### src/rtl/pipearch_pkg.sv
// Shared types and instruction-word field positions for the pipearch blocks.
// Latency: n/a (declarations only).
// Backpressure: n/a.
package pipearch_pkg;

   typedef enum logic [1:0] {
      IDLE    = 2'd0,
      FORWARD = 2'd1,
      DONE    = 2'd2
   } t_fanout_state;

   typedef enum logic [1:0] {
      PASS   = 2'd0,
      REBASE = 2'd1,
      CONCAT = 2'd2,
      DROP   = 2'd3
   } t_fanout_mode;

   // Counter width shared by lines and iterations.
   localparam int REG_CNT_W = 16;

   // regs[0]: lines per iteration and iteration count.
   localparam int REG_LINES_LSB = 0;
   localparam int REG_ITERS_LSB = 16;

   // regs[1]: destination mask, mode and address base.
   localparam int REG_MASK_LSB = 0;
   localparam int REG_MASK_W   = 8;
   localparam int REG_MODE_LSB = 8;
   localparam int REG_MODE_W   = 2;
   localparam int REG_BASE_LSB = 16;
   localparam int REG_BASE_W   = 16;

endpackage

### src/rtl/pipearch_fwd_addrgen.sv
// Address generator and data stage: holds base/offset, forms the wrapped
// destination address and registers it together with data and fifobram select.
// Latency: 1 cycle src -> dst. Backpressure: none, follows src every cycle.
//
// Ports:
//   clk, reset          clock, asynchronous active-high reset
//   load, base          latch a new base and clear the offset (instruction start)
//   advance, step       add step (lines per iteration) to the offset
//   mode                latched instruction mode, selects the address formula
//   src_waddr/wdata/wfifobram   source write fields
//   dst_waddr/wdata/wfifobram   registered destination write fields
module pipearch_fwd_addrgen
   import pipearch_pkg::*;
#(
   parameter int ADDR_W = 10,
   parameter int DATA_W = 512
) (
   input  logic              clk,
   input  logic              reset,
   input  logic              load,
   input  logic [ADDR_W-1:0] base,
   input  logic              advance,
   input  logic [ADDR_W-1:0] step,
   input  t_fanout_mode      mode,
   input  logic [ADDR_W-1:0] src_waddr,
   input  logic [DATA_W-1:0] src_wdata,
   input  logic              src_wfifobram,
   output logic [ADDR_W-1:0] dst_waddr,
   output logic [DATA_W-1:0] dst_wdata,
   output logic              dst_wfifobram
);

   logic [ADDR_W-1:0] base_q;
   logic [ADDR_W-1:0] offset_q;
   logic [ADDR_W-1:0] addr_next;

   // All sums are ADDR_W wide so they wrap modulo 2^ADDR_W.
   always_comb begin
      addr_next = src_waddr;
      case (mode)
         PASS:    addr_next = src_waddr;
         REBASE:  addr_next = src_waddr + base_q;
         CONCAT:  addr_next = src_waddr + base_q + offset_q;
         default: addr_next = src_waddr;
      endcase
   end

   always_ff @(posedge clk or posedge reset) begin
      if (reset) begin
         base_q        <= '0;
         offset_q      <= '0;
         dst_waddr     <= '0;
         dst_wdata     <= '0;
         dst_wfifobram <= 1'b0;
      end else begin
         if (load) begin
            base_q   <= base;
            offset_q <= '0;
         end else if (advance) begin
            // The current line still uses the old offset; the new one
            // applies from the first line of the next iteration.
            offset_q <= offset_q + step;
         end
         dst_waddr     <= addr_next;
         dst_wdata     <= src_wdata;
         dst_wfifobram <= src_wfifobram;
      end
   end

endmodule

### src/rtl/pipearch_writefanout.sv
// Write fan-out: forwards lines x iterations from one source write port to a
// masked subset of NUM_DST destinations, with pass/rebase/concat/drop addressing.
// Latency: 1 cycle src -> dst. Backpressure: none, destinations accept every cycle.
//
// Ports:
//   clk, reset       clock, asynchronous active-high reset
//   op_start, regs   instruction start and its two 32-bit words
//   op_done, busy    one-cycle completion pulse, not-IDLE indicator
//   src_*            source write port
//   dst_we           per-destination write strobe; dst_waddr/wdata/wfifobram shared
module pipearch_writefanout
   import pipearch_pkg::*;
#(
   parameter int NUM_DST = 2,
   parameter int ADDR_W  = 10,
   parameter int DATA_W  = 512
) (
   input  logic               clk,
   input  logic               reset,
   input  logic               op_start,
   output logic               op_done,
   output logic               busy,
   input  logic [1:0][31:0]   regs,
   input  logic               src_we,
   input  logic [ADDR_W-1:0]  src_waddr,
   input  logic [DATA_W-1:0]  src_wdata,
   input  logic               src_wfifobram,
   output logic [NUM_DST-1:0] dst_we,
   output logic [ADDR_W-1:0]  dst_waddr,
   output logic [DATA_W-1:0]  dst_wdata,
   output logic               dst_wfifobram
);

   t_fanout_state          state;
   t_fanout_mode           mode_q;
   logic [REG_CNT_W-1:0]   lines_q;
   logic [REG_CNT_W-1:0]   iters_q;
   logic [REG_CNT_W-1:0]   line_cnt;
   logic [REG_CNT_W-1:0]   iter_cnt;
   logic [NUM_DST-1:0]     mask_q;

   // Instruction fields decoded straight from the regs words.
   logic [REG_CNT_W-1:0]   op_lines;
   logic [REG_CNT_W-1:0]   op_iters;
   logic [NUM_DST-1:0]     op_mask;
   t_fanout_mode           op_mode;
   logic [ADDR_W-1:0]      op_base;

   logic accept;
   logic fwd_we;
   logic line_last;
   logic iter_last;
   logic advance;
   logic unused_regs;

   assign op_lines = regs[0][REG_LINES_LSB +: REG_CNT_W];
   assign op_iters = regs[0][REG_ITERS_LSB +: REG_CNT_W];
   // Mask bits at or above NUM_DST have no destination and are dropped here.
   assign op_mask  = regs[1][REG_MASK_LSB +: NUM_DST];
   assign op_mode  = t_fanout_mode'(regs[1][REG_MODE_LSB +: REG_MODE_W]);
   assign op_base  = regs[1][REG_BASE_LSB +: ADDR_W];

   // Reserved and out-of-range fields are intentionally ignored.
   assign unused_regs = ^regs;

   assign accept    = (state == IDLE) && op_start;
   assign fwd_we    = (state == FORWARD) && src_we;
   // Compare against count-1 so a full 0xFFFF count needs no 17th bit.
   assign line_last = (line_cnt == lines_q - 16'd1);
   assign iter_last = (iter_cnt == iters_q - 16'd1);
   assign advance   = fwd_we && line_last;

   always_ff @(posedge clk or posedge reset) begin
      if (reset) begin
         state    <= IDLE;
         mode_q   <= PASS;
         lines_q  <= '0;
         iters_q  <= '0;
         line_cnt <= '0;
         iter_cnt <= '0;
         mask_q   <= '0;
         dst_we   <= '0;
         op_done  <= 1'b0;
         busy     <= 1'b0;
      end else begin
         op_done <= 1'b0;
         dst_we  <= '0;
         case (state)
            IDLE: begin
               if (op_start) begin
                  lines_q  <= op_lines;
                  iters_q  <= op_iters;
                  mask_q   <= op_mask;
                  mode_q   <= op_mode;
                  line_cnt <= '0;
                  iter_cnt <= '0;
                  busy     <= 1'b1;
                  if (op_lines == '0 || op_iters == '0)
                     state <= DONE;
                  else
                     state <= FORWARD;
               end
            end
            FORWARD: begin
               if (src_we) begin
                  // A zero mask naturally writes nothing, same as DROP.
                  dst_we <= (mode_q == DROP) ? '0 : mask_q;
                  if (line_last) begin
                     line_cnt <= '0;
                     if (iter_last) begin
                        // op_done lines up with the final dst_we.
                        op_done <= 1'b1;
                        busy    <= 1'b0;
                        state   <= IDLE;
                     end else begin
                        iter_cnt <= iter_cnt + 16'd1;
                     end
                  end else begin
                     line_cnt <= line_cnt + 16'd1;
                  end
               end
            end
            DONE: begin
               op_done <= 1'b1;
               busy    <= 1'b0;
               state   <= IDLE;
            end
            default: begin
               state <= IDLE;
               busy  <= 1'b0;
            end
         endcase
      end
   end

   pipearch_fwd_addrgen #(
      .ADDR_W (ADDR_W),
      .DATA_W (DATA_W)
   ) u_addrgen (
      .clk           (clk),
      .reset         (reset),
      .load          (accept),
      .base          (op_base),
      .advance       (advance),
      .step          (lines_q[ADDR_W-1:0]),
      .mode          (mode_q),
      .src_waddr     (src_waddr),
      .src_wdata     (src_wdata),
      .src_wfifobram (src_wfifobram),
      .dst_waddr     (dst_waddr),
      .dst_wdata     (dst_wdata),
      .dst_wfifobram (dst_wfifobram)
   );

endmodule

### config.mk
export PLATFORM = sky130hd
export DESIGN_NAME = pipearch_writefanout
export DESIGN_NICKNAME = d
export VERILOG_FILES = /design/src/rtl/pipearch_pkg.sv /design/src/rtl/pipearch_fwd_addrgen.sv /design/src/rtl/pipearch_writefanout.sv
export SDC_FILE = /design/constraint.sdc
export NUM_CORES = 1
export LEC_CHECK = 0
export ABC_CLOCK_PERIOD_IN_PS = 20300
export CORE_AREA = 2 2 439 441
export CTS_BUF_LIST = sky130_fd_sc_hd__clkbuf_2
export CTS_CLUSTER_DIAMETER = 120
export DETAILED_ROUTE_END_ITERATION = 10
export DIE_AREA = 0 0 441 443
export SLEW_MARGIN = 10
export SYNTH_ARGS = -nofsm -noshare
export SYNTH_HDL_FRONTEND = slang
export SYNTH_SLANG_ARGS = --single-unit
export TNS_END_PERCENT = 5
### constraint.sdc
create_clock -name clk -period 20.3 [get_ports clk]
set_clock_uncertainty 0.05 [all_clocks]
set_input_delay 3.045 -clock clk [delete_from_list [all_inputs] [get_ports clk]]
set_output_delay 3.045 -clock clk [all_outputs]
set_load 0.005 [all_outputs]
Word level (Yosys, flattened, before mapping):

Index checks and enable logic that the tools add are counted.
W data, S select, Z words.

* shift-type cells: 0
* multiply operators: 0
* $add $sub $neg: 7
* equal/unequal tests: 12
* bitwise logic cells: 0
* reductions and logical operators: 13
* divide/modulo/power cells: 0
* order comparisons: 0
* multiplexer cells: 29

Operators with widths (count)
* $mux W16: 6
* $pmux W16 S2: 2
* $add A16 B1 Y16 const B: 2
* $eq A16 B16 Y1: 2
* $logic_not A16 Y1: 2
* $sub A16 B1 Y16 const B: 2
* $add A10 B10 Y10: 3
* $mux W10: 2
* $pmux W10 S2: 1
* $mux W2: 8
* $ne A2 B2 Y1 const B: 5
* $mux W1: 7
* $eq A2 B2 Y1 const B: 3
* $reduce_and A5 Y1: 1
* $eq A2 B1 Y1 const B: 2
* $pmux W1 S2: 2
* $pmux W2 S2: 1
* $reduce_and A4 Y1: 1
* $reduce_bool A2 Y1: 2
* $logic_and A1 B1 Y1: 3
* $reduce_and A3 Y1: 1
* $logic_not A2 Y1: 1
* $reduce_and A2 Y1: 1
* $logic_or A1 B1 Y1: 1

* latch bits: 0
* register bits: 617
* memories: 0
* bits of input ports: 591
* output and inout bits: 527
* logic and storage cells: 76
* memory bits (read-only): 0
* bits in writable memories: 0

Longest topological paths before layout:

* depth after elaboration: 6
* mapped depth: 17
* mapped depth without buffers: 17

Modules after synthesis:

Synthesis repeated with hierarchy kept, for this count alone.

* cell total of the unflattened synthesis: 1263
* area total of the unflattened synthesis: 19905.3 sq um

Modules (own cells, without submodules)
* pipearch_fwd_addrgen: cells each 770, times used 1, area each 15257.1 sq um, seq. area each 13588.0 sq um
* pipearch_writefanout: cells each 493, times used 1, area each 4648.2 sq um, seq. area each 1851.8 sq um

Worst setup path before layout:

OpenSTA, ideal clock, no wires.

* path type: in2reg
* start: in src_waddr[0]
* end: reg u_addrgen.dst_waddr[9]
* library setup time: 136 ps
* arrival: 5748 ps
* buffers on the path: 0
* required time: 20114 ps
* stages on the path: 15
* slack: 14366 ps
* cell sequence: ha_1 fa_1 a21o_1 a21oi_1 o21bai_1 a21oi_1 o21bai_1 a21oi_1 xnor2_1 ha_1 o311ai_0 a211oi_1 xnor2_1 a221oi_1 a21oi_1

* longest elaborated chain between the ends: 3

Ends and longest elaborated chain
* start: declaration: line pipearch_writefanout.sv:25 `input logic [ADDR_W-1:0] src_waddr,`
* $add A10 B10 Y10 (*): line pipearch_fwd_addrgen.sv:42, pipearch_fwd_addrgen.sv:43
* $add A10 B10 Y10: line pipearch_fwd_addrgen.sv:43 `CONCAT: addr_next = src_waddr + base_q + offset_q;`
* $pmux W10 S2 (*): line pipearch_fwd_addrgen.sv:40 `case (mode)`
* via u_addrgen.addr_next[9]: line pipearch_fwd_addrgen.sv:35 `logic [ADDR_W-1:0] addr_next;`
* end signal: assignment: line pipearch_fwd_addrgen.sv:64 `dst_waddr <= addr_next;`
* end: declaration: line pipearch_fwd_addrgen.sv:28 `output logic [ADDR_W-1:0] dst_waddr,`

The timed path passes the listed nets; every way through them passes the cells marked *.
A chain may end at the register's enable or synchronous reset.

Worst setup path after layout:

* start: reg u_addrgen.dst_wdata[481]
* end: out dst_wdata[481]

RTL lines
* start: declaration: line pipearch_fwd_addrgen.sv:29 `output logic [DATA_W-1:0] dst_wdata,`
* start signal: assignment: line pipearch_fwd_addrgen.sv:65 `dst_wdata <= src_wdata;`
* end: declaration: line pipearch_writefanout.sv:30 `output logic [DATA_W-1:0] dst_wdata,`

No word-level cell between the ends.

==> metrics.yaml <==
finish:
  most-common-layout-cells: "clkdlybuf4s50_1 (1,099), dfrtp_1 (617), clkbuf_2 (255)"
  multi_input_area_um2: 3990
  finalNetCount: 3211
  regArea_um2: 15400
  drive_gt1_share_pct: 12.2
  num-fill-cells: 20800
  layout.cells.most_common: "clkdlybuf4s50_1"
  area_delta_synth_final_pct: 80.9
min_path:
  hold_path.class: "flop to flop"
  holdPathStages: 2
  holdPathEnd: "mask_q[1]"
  worstHoldStart: "mask_q[1]"
die:
  initial_utilization_pct: 10.3
  die_h_um: 443
  ios: 1118
  dieArea_um2: 195000
  die_w_um: 441
  num_rows: 161
  core_um2: 191000
synth:
  synthAdderAreaFrac_pct: 2.65
  synth-simple-area-share_pct: 8.79
  ys_dominant_reg_cell: "dfrtp_1"
  muxShareOfSynthArea_pct: 0.679
  synth-compound-area-share_pct: 4.98
  synth.area.top_cells: "dfrtp_1 (78%), nand2_1 (3.0%), ha_1 (2.3%)"
  synth_top_family_by_area: "simple AND/OR/NAND/NOR gates"
  synth_edf_count: 0
  synth_area_um2: 19700
  synthCells: 1313
  ys_ff_latch: 617
  ys.warnings.count: 0
  async_reset_ff_share_pct: 100
  synth_xor_xnor_area_share_pct: 3.11
  netlist.area_leader.share_pct: 78.3
  yosysUniqueCellTypes: 66
  avgSynthCellArea_um2: 15.0
  seq_area_frac_synth_pct: 78.3
  synth_top_cell_by_area: "dfrtp_1"
  syn_nets: 1944
placed_design:
  io_buffers: 1099
  gp_congestion: 0.955
  hpwl_mm: 119
timing:
  setup_tns_ps: 0
  finalHoldViolCount: 0
  fmax_ghz: 0.169
  setup_viol: 0
  rsz0062_at_grt: "false"
  slew_headroom_pct: 25.2
  tightest_slew_ps: 1110
  slew_violations: 0
  fin_crit_sh_pct: 29.1
  timing.final.crit_period_ps: 5900
detailed_routing:
  firstDrtPassIters: 6
  drt-initial-drc-count: 1039
  vias: 16700
  routed_via_density: 3.17
  drtAntennaViolNets: 0
  totalWireLength_mm: 139
  drcViolationCount: 0
  routedWlPerCell_um: 26.2
power_and_ir_drop:
  total_power_mw: 3.24
  ir_drop_v: 0.0000533
  powerDensity_nw_per_um2: 90.9
  leakage_nw: 14.8
clocking:
  cts_tree: "done"
  clockBufferDepth: 3
  post_cts_resized: 0
  h-tree-depth: 4
  cts_hold_buf: 0
  cts_made_buffers: 181
  post-cts-setup-buffers: 0
  cts_root_buffer: "clkbuf_2"
  clk_latency_ps: 1670
  clkTransAtPathRegs_ps: 120
  cts.sinks: 617
global_route:
  grt.total_usage_pct: 14.0
  grt_pass1_wl_mm: 176
  grt-ovfl-total: 0
  antenna_found_initial: 172
  first_global_vias: 17600
  grt_max_degree: 76
critical_path:
  critPathLaunchType: "flop"
  rrSetupSlack_ps: 16050
  critical_path.top_delay_family: "buffers and inverters"
  cp_data_required_time_ps: 17200
  r2r_cells: 10
  path_max_fanout: 1
  cp_slowest_cell: "clkdlybuf4s50_1"
  cp.depth: 1
  end_kind: "output pin"
  worstPathCellList: "clkdlybuf4s50_1"
  slowest_delay_ps: 880
  path_buf_inv: 1
  path_class: "flop to output pin"
  critical_path_arrival_ps: 2810
  r2r_start: "lines_q[1]"
  reg2reg_to: "u_addrgen.offset_q[1]"
job:
  drv_cap: 0
outcome:
  outcome: "completed"
[flip-flops by register name, summed over array words and instances (netlist names)]
register and flops:
busy 1, dst_we 2, iter_cnt 16, iters_q 16, line_cnt 16, lines_q 16
mask_q 2, mode_q 2, op_done 1, state 2, u_addrgen.base_q 10, u_addrgen.dst_waddr 10
u_addrgen.dst_wdata 512, u_addrgen.dst_wfifobram 1, u_addrgen.offset_q 10
[worst max-delay path by stage]
stage / startpoint / end / slack [ps]
2_1_floorplan: reset / busy / 8780
3_3_place_gp: src_waddr[0] / u_addrgen.dst_waddr[9] / 13440
3_5_place_dp: reset / u_addrgen.dst_wdata[210] / 13450
4_1_cts: u_addrgen.dst_wdata[450] / dst_wdata[450] / 13890
5_1_grt: u_addrgen.dst_wdata[377] / dst_wdata[377] / 14020
6_report: u_addrgen.dst_wdata[481] / dst_wdata[481] / 14400
[cell usage after synthesis (6+ instances only)]
library cell / number
dfrtp_1: 617
nand2_1: 156
nor2_1: 49
xnor2_1: 43
inv_1: 42
o21ai_0: 41
a21oi_1: 39
ha_1: 37
xor2_1: 27
clkbuf_1: 21
nand4_1: 20
nor4_1: 17
and3_1: 16
nand3_1: 15
nor3_1: 14
or3_1: 12
mux2i_1: 10
a21o_1: 9
a221oi_1: 8
nand2b_1: 8
a211oi_1: 6
and2_1: 6
nor2b_1: 6
[routing by layer]
layer / routed length, um / track usage, % / up-vias
met5: 754 / 0 / -
met4: 5300 / 5.17 / 118
met3: 17200 / 8.35 / 366
met1: 43900 / 13.1 / 8209
met2: 71400 / 24.8 / 943
li1: - / - / 7112
[layout make-up]
type / instances / area share (%)
Clock buffer: 255 / 3.58
Sequential cell: 617 / 43.3
Inverter: 42 / 0.453
Antenna cell: 38 / 0.267
Clock inverter: 72 / 1.18
Tap cell: 2526 / 8.86
Timing Repair Buffer: 1114 / 31.2
Multi-Input combinational cell: 624 / 11.2
[metrics by stage]
stage	area (um^2)	utilization (%)	cells	setup slack, ps	hold WS (ps)
floorplan	19700	-	1313	8780	388
global placement	33900	17.7	4923	13440	414
detailed placement	33900	17.7	4923	13450	414
CTS	35600	18.6	5250	13890	452
global route	35600	18.6	5263	14020	462
finish	35700	18.7	5288	14400	447
[report_power, final]
group | internal [mW] | leakage (nW) | switching (mW)
Combinational | 0.394 | 6.22 | 0.405
Clock | 0.390 | 1.30 | 0.605
Sequential | 1.34 | 7.33 | 0.105
[cell families (layout without fill, tap and decap cells)]
family,Yosys count,count (layout)
flip-flops,617,617
AND/OR/NAND/NOR,352,352
AO/OA/AOI/OAI,149,149
buffers and inverters,72,1483
other,0,38
XOR/XNOR,70,70
adder cells (fa/ha/maj),40,40
multiplexers,13,13
No activity file was read; power rests on OpenSTA's default activity.
